===== config.mk =====
export PLATFORM = sky130hd
export DESIGN_NAME = unix_to_calendar_bcd
export DESIGN_NICKNAME = d
export VERILOG_FILES = /design/src/rtl/clock_pkg.sv /design/src/rtl/bin_to_bcd.sv /design/src/rtl/unix_to_calendar_bcd.sv
export SDC_FILE = /design/constraint.sdc
export NUM_CORES = 1
export LEC_CHECK = 0
export CORE_UTILIZATION = 40
export CTS_BUF_LIST = sky130_fd_sc_hd__clkbuf_4 sky130_fd_sc_hd__clkbuf_8 sky130_fd_sc_hd__clkbuf_16
export CTS_CLUSTER_DIAMETER = 100
export DETAILED_ROUTE_END_ITERATION = 10
export GPL_ROUTABILITY_DRIVEN = 0
export PLACE_DENSITY = 0.61
export SETUP_SLACK_MARGIN = 0.02
export SYNTH_ARGS = -nofsm -noshare
export SYNTH_HDL_FRONTEND = slang
export SYNTH_SLANG_ARGS = --single-unit
export TNS_END_PERCENT = 30

===== constraint.sdc =====
create_clock -name clk -period 6.1 [get_ports clk]
set_input_delay 0.61 -clock clk [delete_from_list [all_inputs] [get_ports clk]]
set_output_delay 0.61 -clock clk [all_outputs]
set_load 0.02 [all_outputs]

===== src/rtl/clock_pkg.sv =====
// Shared constants, FSM encoding and calendar helpers for the seconds-to-calendar converter.
package clock_pkg;

  localparam logic [16:0] SECS_PER_DAY  = 17'd86400;
  localparam logic [11:0] EPOCH_YEAR    = 12'd1970;
  localparam logic [2:0]  EPOCH_WEEKDAY = 3'd4;
  localparam logic [63:0] MAX_UNIX      = 64'd4102444799;

  localparam logic [2:0] S_IDLE  = 3'd0;
  localparam logic [2:0] S_DIV   = 3'd1;
  localparam logic [2:0] S_HMS   = 3'd2;
  localparam logic [2:0] S_YEAR  = 3'd3;
  localparam logic [2:0] S_MONTH = 3'd4;
  localparam logic [2:0] S_DONE  = 3'd5;

  function automatic logic [4:0] mlen(input logic [3:0] month, input logic leap);
    case (month)
      4'd2:                       mlen = leap ? 5'd29 : 5'd28;
      4'd4, 4'd6, 4'd9, 4'd11:    mlen = 5'd30;
      default:                    mlen = 5'd31;
    endcase
  endfunction

  // Advance a weekday by len days, result kept in 0..6.
  function automatic logic [2:0] wd_add(input logic [2:0] wd, input logic [4:0] len);
    logic [3:0] s;
    s = {1'b0, wd} + 4'(len % 5'd7);
    wd_add = (s >= 4'd7) ? 3'(s - 4'd7) : s[2:0];
  endfunction

endpackage


===== src/rtl/bin_to_bcd.sv =====
// Combinational 0..99 binary to two-digit BCD.
module bin_to_bcd (
  input  logic [6:0] i_bin,
  output logic [7:0] o_bcd
);

  logic [6:0] w_tens;
  logic [6:0] w_ones;

  assign w_tens = i_bin / 7'd10;
  assign w_ones = i_bin % 7'd10;
  assign o_bcd  = {4'(w_tens), 4'(w_ones)};

endmodule


===== src/rtl/unix_to_calendar_bcd.sv =====
// Iterative Unix-seconds to BCD calendar converter; re-runs whenever counter changes.
// Latency <= N+240 cycles; counter changes while busy are picked up after the current result.
module unix_to_calendar_bcd
  import clock_pkg::*;
#(
  parameter int N        = 64,
  parameter int MAX_YEAR = 2099
) (
  input  logic         clk,
  input  logic         rst_n,
  input  logic [N-1:0] counter,
  output logic         busy,
  output logic         valid,
  output logic         range_err,
  output logic [15:0]  year_bcd,
  output logic [7:0]   month_bcd,
  output logic [7:0]   day_bcd,
  output logic [7:0]   hour_bcd,
  output logic [7:0]   minute_bcd,
  output logic [7:0]   second_bcd,
  output logic [2:0]   weekday
);

  localparam int           BW    = $clog2(N);
  localparam logic [N-1:0] LIMIT = N'(MAX_UNIX);

  logic [2:0]    r_state;
  logic [N-1:0]  r_last;
  logic [N-1:0]  r_work;
  logic [16:0]   r_rem;
  logic [BW-1:0] r_bitcnt;
  logic [16:0]   r_days;
  logic [4:0]    r_hour;
  logic [5:0]    r_min;
  logic [11:0]   r_year;
  logic [3:0]    r_month;
  logic [2:0]    r_wd;
  logic          r_clamp;

  logic          r_busy;
  logic          r_valid;
  logic          r_range;
  logic [15:0]   r_year_bcd;
  logic [7:0]    r_month_bcd;
  logic [7:0]    r_day_bcd;
  logic [7:0]    r_hour_bcd;
  logic [7:0]    r_minute_bcd;
  logic [7:0]    r_second_bcd;
  logic [2:0]    r_weekday;

  logic [17:0]   w_rem_sh;
  logic          w_qbit;
  logic          w_leap;
  logic [8:0]    w_ylen;
  logic [4:0]    w_mlen;
  logic [4:0]    w_day;
  logic [2:0]    w_wd_final;
  logic [6:0]    w_cent;
  logic [6:0]    w_yoc;
  logic [7:0]    w_cent_bcd, w_yoc_bcd, w_month_bcd, w_day_bcd;
  logic [7:0]    w_hour_bcd, w_minute_bcd, w_second_bcd;

  assign w_rem_sh   = {r_rem, r_work[N-1]};
  assign w_qbit     = (w_rem_sh >= {1'b0, SECS_PER_DAY});
  assign w_leap     = (r_year[1:0] == 2'b00);
  assign w_ylen     = w_leap ? 9'd366 : 9'd365;
  assign w_mlen     = mlen(r_month, w_leap);
  assign w_day      = 5'(r_days[4:0] + 5'd1);
  assign w_wd_final = r_clamp ? EPOCH_WEEKDAY : 3'((6'(r_wd) + 6'(r_days[4:0])) % 6'd7);
  assign w_cent     = (r_year >= 12'd2000) ? 7'd20 : 7'd19;
  assign w_yoc      = 7'(r_year - 12'(w_cent) * 12'd100);

  bin_to_bcd u_cent   (.i_bin(w_cent),         .o_bcd(w_cent_bcd));
  bin_to_bcd u_yoc    (.i_bin(w_yoc),          .o_bcd(w_yoc_bcd));
  bin_to_bcd u_month  (.i_bin(7'(r_month)),    .o_bcd(w_month_bcd));
  bin_to_bcd u_day    (.i_bin(7'(w_day)),      .o_bcd(w_day_bcd));
  bin_to_bcd u_hour   (.i_bin(7'(r_hour)),     .o_bcd(w_hour_bcd));
  bin_to_bcd u_minute (.i_bin(7'(r_min)),      .o_bcd(w_minute_bcd));
  bin_to_bcd u_second (.i_bin(7'(r_rem[5:0])), .o_bcd(w_second_bcd));

  always_ff @(posedge clk or negedge rst_n) begin
    if (!rst_n) begin
      r_state      <= S_IDLE;
      r_last       <= '0;
      r_work       <= '0;
      r_rem        <= '0;
      r_bitcnt     <= '0;
      r_days       <= '0;
      r_hour       <= '0;
      r_min        <= '0;
      r_year       <= EPOCH_YEAR;
      r_month      <= 4'd1;
      r_wd         <= EPOCH_WEEKDAY;
      r_clamp      <= 1'b0;
      r_busy       <= 1'b0;
      r_valid      <= 1'b0;
      r_range      <= 1'b0;
      r_year_bcd   <= 16'h1970;
      r_month_bcd  <= 8'h01;
      r_day_bcd    <= 8'h01;
      r_hour_bcd   <= 8'h00;
      r_minute_bcd <= 8'h00;
      r_second_bcd <= 8'h00;
      r_weekday    <= EPOCH_WEEKDAY;
    end else begin
      r_valid <= 1'b0;
      case (r_state)
        S_IDLE: begin
          r_busy <= (counter != r_last);
          if (counter != r_last) begin
            r_last   <= counter;
            r_work   <= counter;
            r_rem    <= '0;
            r_bitcnt <= BW'(N - 1);
            r_hour   <= '0;
            r_min    <= '0;
            // Out-of-range values skip the datapath and publish the last representable second.
            if (counter > LIMIT) begin
              r_clamp <= 1'b1;
              r_year  <= 12'(MAX_YEAR);
              r_month <= 4'd12;
              r_days  <= 17'd30;
              r_hour  <= 5'd23;
              r_min   <= 6'd59;
              r_rem   <= 17'd59;
              r_state <= S_DONE;
            end else begin
              r_clamp <= 1'b0;
              r_state <= S_DIV;
            end
          end
        end
        S_DIV: begin
          r_rem  <= w_qbit ? 17'(w_rem_sh - {1'b0, SECS_PER_DAY}) : w_rem_sh[16:0];
          r_work <= {r_work[N-2:0], w_qbit};
          if (r_bitcnt == '0) r_state  <= S_HMS;
          else                r_bitcnt <= r_bitcnt - 1'b1;
        end
        S_HMS: begin
          if (r_rem >= 17'd3600) begin
            r_rem  <= r_rem - 17'd3600;
            r_hour <= r_hour + 5'd1;
          end else if (r_rem >= 17'd60) begin
            r_rem <= r_rem - 17'd60;
            r_min <= r_min + 6'd1;
          end else begin
            r_days  <= r_work[16:0];
            r_year  <= EPOCH_YEAR;
            r_wd    <= EPOCH_WEEKDAY;
            r_state <= S_YEAR;
          end
        end
        S_YEAR: begin
          if (r_days >= 17'(w_ylen)) begin
            r_days <= r_days - 17'(w_ylen);
            r_year <= r_year + 12'd1;
            r_wd   <= wd_add(r_wd, w_leap ? 5'd2 : 5'd1);
          end else begin
            r_month <= 4'd1;
            r_state <= S_MONTH;
          end
        end
        S_MONTH: begin
          if (r_days >= 17'(w_mlen)) begin
            r_days  <= r_days - 17'(w_mlen);
            r_wd    <= wd_add(r_wd, w_mlen);
            r_month <= r_month + 4'd1;
          end else begin
            r_state <= S_DONE;
          end
        end
        S_DONE: begin
          r_year_bcd   <= {w_cent_bcd, w_yoc_bcd};
          r_month_bcd  <= w_month_bcd;
          r_day_bcd    <= w_day_bcd;
          r_hour_bcd   <= w_hour_bcd;
          r_minute_bcd <= w_minute_bcd;
          r_second_bcd <= w_second_bcd;
          r_weekday    <= w_wd_final;
          r_range      <= r_clamp;
          r_valid      <= 1'b1;
          r_state      <= S_IDLE;
        end
        default: r_state <= S_IDLE;
      endcase
    end
  end

  assign busy       = r_busy;
  assign valid      = r_valid;
  assign range_err  = r_range;
  assign year_bcd   = r_year_bcd;
  assign month_bcd  = r_month_bcd;
  assign day_bcd    = r_day_bcd;
  assign hour_bcd   = r_hour_bcd;
  assign minute_bcd = r_minute_bcd;
  assign second_bcd = r_second_bcd;
  assign weekday    = r_weekday;

endmodule


; ---- After elaboration in Yosys (flattened, before gate mapping)
; Cells that the tools add are included.
[totals]
output_inout_bits = 62
word_cells = 173
ff_bits = 264
[classes]
n_div = 17
reduce_logical = 22
n_addsub = 17
n_lt_le_gt_ge = 9
muxes = 61
multipliers = 1
eq_ne = 24
[op_table]
columns = operator, count
row1 = $mux 17, 10
row2 = $pmux 64 s2, 1
row3 = $pmux 17 s4, 1
row4 = $gt 64x32->1 const B, 1
row5 = $mux 64, 1
row6 = $ne 64x64->1, 1
row7 = $mux 12, 5
row8 = $pmux 17 s3, 1
row9 = $mux 3, 15
row10 = $mux 6, 7
row11 = $pmux 12 s3, 1
row12 = $ne 2x2->1 const B, 12
row13 = $pmux 6 s2, 2
row14 = $ge 18x17->1 const B, 1
row15 = $ge 17x12->1 const B, 1
row16 = $ge 17x5->1, 1
row17 = $ge 17x6->1 const B, 1
row18 = $ge 17x9->1, 1
row19 = $sub 17x12->17 const B, 1
row20 = $sub 17x17->17 const B, 1
row21 = $sub 17x5->17, 1
row22 = $sub 17x6->17 const B, 1
row23 = $sub 17x9->17, 1
row24 = $mux 4, 4
row25 = 50 further kinds, 79

; ---- Depth between registers and ports, before layout
; Gate-level depths: netlist of the first run.
[depth]
word_depth = 9
ltp_mapped = 23
mapped_depth_nobuf = 21

; ---- By module
; Synthesis of the first run repeated with hierarchy kept, for this count alone.
[hier_totals]
cells_unflattened = 1869
area_unflattened_um2 = 18131.1
[by_module_without_submodules]
columns = mod, area_each_um2, instances, cells_each, seq_area_each_um2
row1 = unix_to_calendar_bcd, 15092.0, 1, 1477, 6628.9
row2 = bin_to_bcd, 434.2, 7, 56, 0.0

; ---- Least setup slack after synthesis of the first run
; Ideal clock, no wire load.
[synth_path]
kind = flip-flop to flip-flop
from = reg r_days[0]
to = reg r_weekday[1], in the netlist weekday[1]
setup_slack_ns = 1.535
setup_ns = 0.132
t_arrival_ns = 4.433
required_time_ns = 5.968
path_stages_with_launch = 23
path_cell_list = dfrtp_1 ha_1 fa_1 buf_2 nand3_1 o2bb2ai_1 ha_1 clkbuf_1 nand3_1 nor3_1 mux2i_1 o211ai_1 o21ai_0 ha_1 inv_1 a211oi_1 o21ai_0 a31o_2 ha_1 inv_1 o221a_2 mux2i_1 o31ai_1
[synth_between]
elab_chain_len = 3
[synth_rtl]
columns = element, line_no
row1 = start: declaration, unix_to_calendar_bcd.sv:32  ; logic [16:0] r_days;
row2 = start signal: assignment, unix_to_calendar_bcd.sv:147  ; r_days <= r_work[16:0];
row3 = start signal: assignment, unix_to_calendar_bcd.sv:155  ; r_days <= r_days - 17'(w_ylen);
row4 = start signal: assignment, unix_to_calendar_bcd.sv:165  ; r_days <= r_days - 17'(w_mlen);
row5 = $add 3x5->6, unix_to_calendar_bcd.sv:69  ; assign w_wd_final = r_clamp ? EPOCH_WEEKDAY : 3'((6'(r_wd) + 6'(r_days[4:0])) % 6'd7);
row6 = $mod 6x3->6, unix_to_calendar_bcd.sv:69
row7 = $mux 3, unix_to_calendar_bcd.sv:69
row8 = end signal: assignment, unix_to_calendar_bcd.sv:179  ; r_weekday <= w_wd_final;
row9 = end: declaration, unix_to_calendar_bcd.sv:49  ; logic [2:0] r_weekday;
; Every way passes these cells.
; A chain may end at the register's enable or synchronous reset.

; ---- Worst setup path in the final report of the first run
[layout_path]
from = reg r_days[2]
to = reg r_weekday[1], in the netlist weekday[1]
; The elaborated chain is that of the path after synthesis.

==> run summary, run 1 <==
WORST HOLD PATH
--------------------------------------------------------------------------------------
Class of the most critical hold timing path ............................. primary input to asynchronous set/reset pin

ROUTING
--------------------------------------------------------------------------------------
DR DRC count ............................................................            0
Number of nets with antenna violations after detailed routing ...........            0
Via count of the routed design ..........................................       13,000
Violation count after the first detailed-route iteration ................          803
Final routed wirelength across all metal layers .........................      40.1 mm
Routed vias/inst ........................................................         5.55
Number of detailed-route iterations in the first pass ...................            5
Average wire length per cell after detail routing .......................      17.2 um

LOGIC SYNTHESIS
--------------------------------------------------------------------------------------
Async set or reset register ratio after synthesis .......................         100%
Leading cell type by number of instances after synthesis ................ sky130_fd_sc_hd__dfrtp_1
Count of warnings emitted by yosys ......................................            0
Summed instance area of the synthesized netlist .........................   15,800 um2
Number of cells produced by synthesis ...................................        1,749
Synth unique cells ......................................................           89
Number of flops mapped to enable cells by yosys .........................            0
Largest cells by area after synthesis ................................... sky130_fd_sc_hd__dfrtp_1 (37%), sky130_fd_sc_hd__o21ai_0 (5.5%), sky130_fd_sc_hd__nand2_1 (5.1%)
Flip-flop cell with the highest count after synthesis ................... sky130_fd_sc_hd__dfrtp_1
Library cell occupying the most area in the post-synthesis netlist ...... sky130_fd_sc_hd__dfrtp_1
Yosys top cell area share ...............................................        36.8%
Number of register bits inferred by synthesis ...........................          249
Avg Cell Area, Syn ......................................................     9.06 um2
Proportion of synthesized chip area in sequential cells .................        39.4%
Most numerous cell types in the synthesized netlist ..................... sky130_fd_sc_hd__dfrtp_1 (233), sky130_fd_sc_hd__nand2_1 (214), sky130_fd_sc_hd__o21ai_0 (174)

CELLS AND AREA
--------------------------------------------------------------------------------------
Fill cell total of the finished layout ..................................        3,723
Final Net Count .........................................................        1,930
Final Instance Area .....................................................   18,200 um2
Ratio of cells with drive above 1 in the final layout ...................        9.35%
Inserted Diodes .........................................................            0
Area Overhead vs Synth ..................................................        14.8%

PLACED DESIGN
--------------------------------------------------------------------------------------
Dpl cell area ...........................................................   17,300 um2
Post-detailed-placement half-perimeter wirelength .......................      28.4 mm
Port bufs ...............................................................          114

GLOBAL ROUTE
--------------------------------------------------------------------------------------
Largest net degree at the start of global routing .......................          141
Global router's overall resource usage ..................................        19.7%
Wire length of the first global-routing pass ............................      65.8 mm
Total congestion overflow ...............................................            0
Number of antenna violations at the first check in global routing .......            2
Vias in the first global route ..........................................       12,400

STA
--------------------------------------------------------------------------------------
Maximum frequency from static timing analysis ...........................      189 MHz
Slew at the pin closest to its max-slew limit ...........................      1.03 ns
Final hold vios .........................................................            0
Layout Skew .............................................................    0.0283 ns
Total negative setup slack ..............................................         0 ns
Remaining max-slew budget at the tightest pin ...........................        31.3%
Clock period minus worst slack ..........................................      5.29 ns
Number of max-slew violations in the final report .......................            0
Unrepaired setup endpoints after global routing .........................           no
Count of endpoints failing setup in the final report ....................            0
Final Cycle Share .......................................................        86.7%

WORST SETUP PATH
--------------------------------------------------------------------------------------
Critical Path Fanout Max ................................................           12
Destination of the critical timing path ................................. weekday[1]$_DFFE_PN0P_
Critical-path cell list ................................................. ha_1 > a211oi_2 > nor3b_1 > nor2_1 > ha_1 > nand3_1 > nor3_1 > mux2i_1 > o211ai_1 > o21ai_0 > ha_1 > inv_1 > a211oi_1 > o21ai_0 > a31o_2 > ha_1 > inv_1 > o221a_2 > mux2i_1 > o31ai_1
CP dominant cell by count ............................................... sky130_fd_sc_hd__ha_1
CP startpoint kind ......................................................    flip-flop
Critical path data required time ........................................      6.52 ns
Start of the worst register-to-register path ............................ r_days[2]$_DFFE_PN0P_
Worst r2r path cells ....................................................           20
Start point of the critical path ........................................ r_days[2]$_DFFE_PN0P_
Worst flop-to-flop path endpoint ........................................ weekday[1]$_DFFE_PN0P_
Type of destination of the critical path ................................    flip-flop
Crit path arrival time ..................................................      5.71 ns
Library cell contributing the largest single delay on the critical path . sky130_fd_sc_hd__dfrtp_1
Kind of critical path ................................................... flip-flop to flip-flop
Crit-path max cell delay ................................................      0.56 ns
R2r setup slk ...........................................................      0.81 ns

POWER
--------------------------------------------------------------------------------------
VDD IR max ..............................................................       201 uV
Power Total .............................................................      3.48 mW
Leakage power ...........................................................      8.28 nW
Total power density per cell area .......................................   192 nW/um2

OUTCOME
--------------------------------------------------------------------------------------
Outcome ................................................................. finished, final reports clean

CLOCK TREE
--------------------------------------------------------------------------------------
CTS Hold Buffers Added ..................................................            0
Buffer levels on the longest clock path .................................            3
Master cell of the clock root buffer .................................... sky130_fd_sc_hd__clkbuf_16
Post-CTS repair timing setup buffer count ...............................            0
CTS buffer count ........................................................           28
Resized cells post-CTS ..................................................            0
H-Tree Level Count ......................................................            1
CTS tree ................................................................          yes
Worst-skew pair later-pin latency .......................................      0.58 ns
Clock slew at reported path FFs .........................................      0.06 ns
Number of sinks on the clock net ........................................          249

DIE
--------------------------------------------------------------------------------------
Vert. Die Dim ...........................................................       201 um
Die area ................................................................   40,400 um2
Chip width ..............................................................       201 um
Area of the placeable core ..............................................   38,800 um2
I/O pin total ...........................................................          128
Std-Cell Rows ...........................................................           72
Initial Util ............................................................        40.8%

FLOW RUN
--------------------------------------------------------------------------------------
Max Cap Viol ............................................................            0

[cell families (layout without fill, tap and decap cells)]
family	Yosys count	in the layout	share of synthesized area [%]
compound gates	473	473	18.6
mux	140	140	9.40
fa+ha+maj	67	67	5.56
flops	249	249	39.4
xor+xnor	114	114	6.39
buf+inv	181	239	4.96
other cells	1	13	0.0237
simple gates	524	524	15.6
[layout make-up]
class	instances	area, um2	area share, %
Tap cell	518	648	3.56
Multi-Input combinational cell	1331	8870	48.8
Timing Repair Buffer	123	1240	6.81
Clock inverter	9	75.1	0.413
Clock buffer	42	862	4.74
Inverter	65	244	1.34
Sequential cell	249	6250	34.4
[layer usage]
metal	GRT usage, %	wire [um]	share of wire (%)	vias to the layer above
met1	27.0	18800	47	6268
met3	3.65	2060	5.1	55
li1	-	-	-	6338
met5	0	24	0.060	-
met4	4.20	764	1.9	4
met2	32.3	18500	46	306
[power by group]
group / internal [mW] / switching, mW / total, mW / leakage [nW]
Sequential: 1.65 / 0 / 1.65 / 3.01
Combinational: 0.0518 / 0.0862 / 0.138 / 4.80
Clock: 0.978 / 0.716 / 1.69 / 0.468
Total: 2.68 / 0.802 / 3.48 / 8.28
[worst min path at each step]
stage | startpoint | end | slack, ns | cells after the start
6_report | rst_n | weekday[1]$_DFFE_PN0P_ | 0.03 | 1
3_3_place_gp | r_work[56]$_DFFE_PN0P_ | r_work[57]$_DFFE_PN0P_ | 0.46 | 2
3_5_place_dp | r_work[31]$_DFFE_PN0P_ | r_work[32]$_DFFE_PN0P_ | 0.47 | 2
4_1_cts | rst_n | weekday[0]$_DFFE_PN0P_ | 0.12 | 1
5_1_grt | rst_n | weekday[1]$_DFFE_PN0P_ | 0.13 | 1
2_1_floorplan | rst_n | busy$_DFFE_PN0P_ | 0.31 | 0
[registers in the layout, summed over array words and instances (netlist names), 7 cells and up]
register	count
minute_bcd	7
r_days	17
r_last	64
r_rem	17
r_work	64
r_year	12
second_bcd	7
year_bcd	10
[critical path, delay by kind of cell (launching register included)]
kind                     cells  cell delay [ns]
AO/OA/AOI/OAI                8             1.85
buffers and inverters        2             0.18
adder cells (fa/ha/maj)      4             1.21
flip-flops                   1             0.56
multiplexers                 2             0.56
AND/OR/NAND/NOR              4             0.78
[cell usage in the layout, fill, tap and decap left out, types with 8 or more instances in the layout]
cell,Yosys,layout
sky130_fd_sc_hd__a211oi_1,14,14
sky130_fd_sc_hd__a21o_1,13,13
sky130_fd_sc_hd__a21oi_1,99,99
sky130_fd_sc_hd__a22oi_1,11,11
sky130_fd_sc_hd__a31oi_1,17,17
sky130_fd_sc_hd__and2_1,11,11
sky130_fd_sc_hd__and3_1,9,9
sky130_fd_sc_hd__clkbuf_16,0,28
sky130_fd_sc_hd__clkbuf_8,0,9
sky130_fd_sc_hd__clkdlybuf4s50_1,0,113
sky130_fd_sc_hd__conb_1,1,13
sky130_fd_sc_hd__dfrtp_1,233,233
sky130_fd_sc_hd__dfstp_2,16,16
sky130_fd_sc_hd__ha_1,60,60
sky130_fd_sc_hd__inv_1,64,64
sky130_fd_sc_hd__mux2_2,71,71
sky130_fd_sc_hd__mux2i_1,69,69
sky130_fd_sc_hd__nand2_1,214,213
sky130_fd_sc_hd__nand2b_1,16,15
sky130_fd_sc_hd__nand3_1,23,23
sky130_fd_sc_hd__nand4_1,14,14
sky130_fd_sc_hd__nor2_1,112,111
sky130_fd_sc_hd__nor3_1,32,32
sky130_fd_sc_hd__nor3b_1,10,10
sky130_fd_sc_hd__nor4_1,38,38
sky130_fd_sc_hd__o211ai_1,10,10
sky130_fd_sc_hd__o21a_1,13,13
sky130_fd_sc_hd__o21ai_0,174,173
sky130_fd_sc_hd__o21ai_1,8,9
sky130_fd_sc_hd__o22ai_1,15,15
sky130_fd_sc_hd__o31ai_1,14,14
sky130_fd_sc_hd__or3_1,8,8
sky130_fd_sc_hd__xnor2_1,33,33
sky130_fd_sc_hd__xor2_1,80,80
[through the flow]
stage | hold WS (ns) | setup WS (ns) | util (%) | std cells
2_1_floorplan | 0.314 | 1.54 | - | 1761
3_5_place_dp | 0.466 | 0.819 | 44.4 | 2286
6_report | 0.0307 | 0.814 | 46.9 | 2337
5_1_grt | 0.134 | 0.265 | 46.9 | 2337
3_3_place_gp | 0.458 | 1.11 | 44.4 | 2286
4_1_cts | 0.117 | 0.854 | 46.9 | 2337
No activity file was read; power rests on OpenSTA's default activity.
==> run 2: changes to the inputs <==
--- a/config.mk
+++ b/config.mk
@@ -5,12 +5,15 @@
 export SDC_FILE = /design/constraint.sdc
 export NUM_CORES = 1
 export LEC_CHECK = 0
+export CAP_MARGIN = 20
 export CORE_UTILIZATION = 40
 export CTS_BUF_LIST = sky130_fd_sc_hd__clkbuf_4 sky130_fd_sc_hd__clkbuf_8 sky130_fd_sc_hd__clkbuf_16
 export CTS_CLUSTER_DIAMETER = 100
 export DETAILED_ROUTE_END_ITERATION = 10
+export DONT_BUFFER_PORTS = 1
 export GPL_ROUTABILITY_DRIVEN = 0
-export PLACE_DENSITY = 0.61
+export GPL_TIMING_DRIVEN = 0
+export PLACE_DENSITY = 0.57
 export SETUP_SLACK_MARGIN = 0.02
 export SYNTH_ARGS = -nofsm -noshare
 export SYNTH_HDL_FRONTEND = slang
==> run summary, run 2 (synthesized netlist as in run 1, its figures left out) <==
CELLS AND AREA
--------------------------------------------------------------------------------------
Final Instance Area .....................................................   17,600 um2   -3.3%
Inserted Diodes .........................................................            0   unchanged
Ratio of cells with drive above 1 in the final layout ...................        10.9%   +1.6 points
Commonest non-fill, non-tap cell in the layout .......................... sky130_fd_sc_hd__dfrtp_1
Finished Core Util ......................................................        45.3%   -1.5 points
Fill cell total of the finished layout ..................................        3,793   +1.9%
Final Net Count .........................................................        1,927   -0.16%
Area Overhead vs Synth ..................................................        11.1%
Area of combinational cells with multiple inputs ........................     8860 um2   -0.20%
Biggest registers after layout .......................................... r_last x64, r_work x64
Storage element area ....................................................     6250 um2   unchanged
Commonest non-fill, non-tap cells in the layout ......................... sky130_fd_sc_hd__dfrtp_1 (233), sky130_fd_sc_hd__nand2_1 (214), sky130_fd_sc_hd__o21ai_0 (174)

STA
--------------------------------------------------------------------------------------
Total negative setup slack ..............................................         0 ns   unchanged
Clock period minus worst slack ..........................................      5.40 ns   +0.110 ns
Number of max-slew violations in the final report .......................            0   unchanged
Hold Slack ..............................................................    -0.255 ns   -0.286 ns
Remaining max-slew budget at the tightest pin ...........................        35.2%   +3.9 points
Slew at the pin closest to its max-slew limit ...........................     0.969 ns   -0.0624 ns
Final hold vios .........................................................          238   +238
Unrepaired setup endpoints after global routing .........................           no
Layout Skew .............................................................    0.0221 ns   -0.00616 ns
Count of endpoints failing setup in the final report ....................            0   unchanged
Final Cycle Share .......................................................        88.5%   +1.8 points
Maximum frequency from static timing analysis ...........................      185 MHz   -2.0%

WORST SETUP PATH
--------------------------------------------------------------------------------------
R2r setup slk ...........................................................      0.70 ns   -0.11 ns
Library cell contributing the largest single delay on the critical path . sky130_fd_sc_hd__dfrtp_1
Crit path arrival time ..................................................      5.83 ns   +0.12 ns
Start of the worst register-to-register path ............................ r_days[0]$_DFFE_PN0P_
Family with the most delay on the worst path ............................ compound AO/OA/AOI/OAI gates
CP dominant cell by count ............................................... sky130_fd_sc_hd__ha_1
CP startpoint kind ......................................................    flip-flop
Critical-path cell list ................................................. ha_1 > fa_1 > buf_2 > nand3_1 > o2bb2ai_1 > ha_1 > clkbuf_1 > nand3_1 > nor3_1 > mux2i_1 > o211ai_1 > o21ai_0 > ha_1 > inv_1 > a211oi_1 > o21ai_0 > a31o_2 > ha_1 > inv_1 > o221a_2 > mux2i_1 > o31ai_1
Number of buffers and inverters on the critical path ....................            4   +2
Crit-path max cell delay ................................................      0.48 ns   -0.08 ns
Critical Path Fanout Max ................................................            9   -3
Critical path data required time ........................................      6.53 ns   about the same
Worst r2r path cells ....................................................           22   +10%
Kind of critical path ................................................... flip-flop to flip-flop
Worst flop-to-flop path endpoint ........................................ weekday[1]$_DFFE_PN0P_
Type of destination of the critical path ................................    flip-flop

FLOW RUN
--------------------------------------------------------------------------------------
Max Cap Viol ............................................................            0   unchanged

POWER
--------------------------------------------------------------------------------------
Leakage power ...........................................................      8.12 nW   -1.9%
Total power density per cell area .......................................   202 nW/um2   +5.4%
Power Total .............................................................      3.55 mW   +2.0%
VDD IR max ..............................................................       195 uV   -2.8%

DIE
--------------------------------------------------------------------------------------
Area of the placeable core ..............................................   38,800 um2   unchanged
Std-Cell Rows ...........................................................           72   unchanged
Die area ................................................................   40,400 um2   unchanged
Vert. Die Dim ...........................................................       201 um   unchanged
I/O pin total ...........................................................          128   unchanged
Initial Util ............................................................        40.8%   unchanged
Chip width ..............................................................       201 um   unchanged

CLOCK TREE
--------------------------------------------------------------------------------------
CTS buffer count ........................................................           30   +7.1%
Number of sinks on the clock net ........................................          249   unchanged
Clock slew at reported path FFs .........................................      0.06 ns   about the same
H-Tree Level Count ......................................................            1   unchanged
Resized cells post-CTS ..................................................            0   unchanged
Master cell of the clock root buffer .................................... sky130_fd_sc_hd__clkbuf_16
Post-CTS repair timing setup buffer count ...............................            0   unchanged
Worst-skew pair later-pin latency .......................................      0.57 ns   about the same
CTS tree ................................................................          yes
Buffer levels on the longest clock path .................................            3   unchanged

GLOBAL ROUTE
--------------------------------------------------------------------------------------
Largest net degree at the start of global routing .......................          250   +77%
Global router's overall resource usage ..................................        21.8%   +2.1 points
Vias in the first global route ..........................................       12,900   +3.5%
Total congestion overflow ...............................................            0   unchanged
Wire length of the first global-routing pass ............................      71.2 mm   +8.2%
Number of antenna violations at the first check in global routing .......            0   -2

OUTCOME
--------------------------------------------------------------------------------------
Failing checks .......................................................... negative hold slack
Outcome ................................................................. finished, violations left

ROUTING
--------------------------------------------------------------------------------------
Via count of the routed design ..........................................       13,100   +1.3%
Violation count after the first detailed-route iteration ................          798   -0.62%
Final routed wirelength across all metal layers .........................      44.3 mm   +10%
DR DRC count ............................................................            0   unchanged
Number of detailed-route iterations in the first pass ...................            5   unchanged
Average wire length per cell after detail routing .......................      18.9 um   +10%
Routed vias/inst ........................................................         5.62   +1.3%
Number of nets with antenna violations after detailed routing ...........            0   unchanged

PLACED DESIGN
--------------------------------------------------------------------------------------
Dpl cell area ...........................................................   16,600 um2   -4.1%
Port bufs ...............................................................            0   -100%
Post-detailed-placement half-perimeter wirelength .......................      32.6 mm   +15%

WORST HOLD PATH
--------------------------------------------------------------------------------------
Class of the most critical hold timing path ............................. primary input to asynchronous set/reset pin

[run 2: per-stage QoR]
stage | instances | worst slack [ns]
6_report | 2337 | 0.704
3_3_place_gp | 2279 | 0.858
4_1_cts | 2336 | 0.719
5_1_grt | 2337 | 0.170
2_1_floorplan | 1761 | 1.54
3_5_place_dp | 2280 | 0.754
[run 2: area by class of cell]
| cell class | instances | share of cell area, % |
|---|---|---|
| inverters | 65 | 1.39 |
| well taps | 518 | 3.68 |
| clock buffers | 44 | 5.28 |
| flip-flops and latches | 249 | 35.5 |
| clock inverters | 12 | 0.640 |
| multi-input cells | 1331 | 50.3 |
| plain buffers | 116 | 3.08 |
| repair buffers | 2 | 0.0924 |
[run 2: power by group]
part,leakage (nW),internal (mW),switching (mW)
clock,0.529,1.13,0.726
combinational,4.59,0.0197,0.0214
sequential,3.01,1.65,0
[run 2: per-layer routing]
metal | GRT usage (%) | up-vias | part of all wire [%]
met4 | 5.43 | 0 | 2.2
met5 | 0 | - | 0
met2 | 35.2 | 359 | 45
met1 | 29.4 | 6403 | 46
met3 | 5.02 | 59 | 6.2
li1 | - | 6319 | -
[run 2: how the worst max path moves through the flow]
stage	from	endpoint	cells after the start
floorplan	r_days[0]$_DFFE_PN0P_	weekday[1]$_DFFE_PN0P_	22
global placement	r_days[0]$_DFFE_PN0P_	weekday[1]$_DFFE_PN0P_	22
detailed placement	r_days[0]$_DFFE_PN0P_	weekday[1]$_DFFE_PN0P_	22
CTS	r_days[0]$_DFFE_PN0P_	weekday[1]$_DFFE_PN0P_	22
global route	r_days[0]$_DFFE_PN0P_	weekday[1]$_DFFE_PN0P_	22
finish	r_days[0]$_DFFE_PN0P_	weekday[1]$_DFFE_PN0P_	22
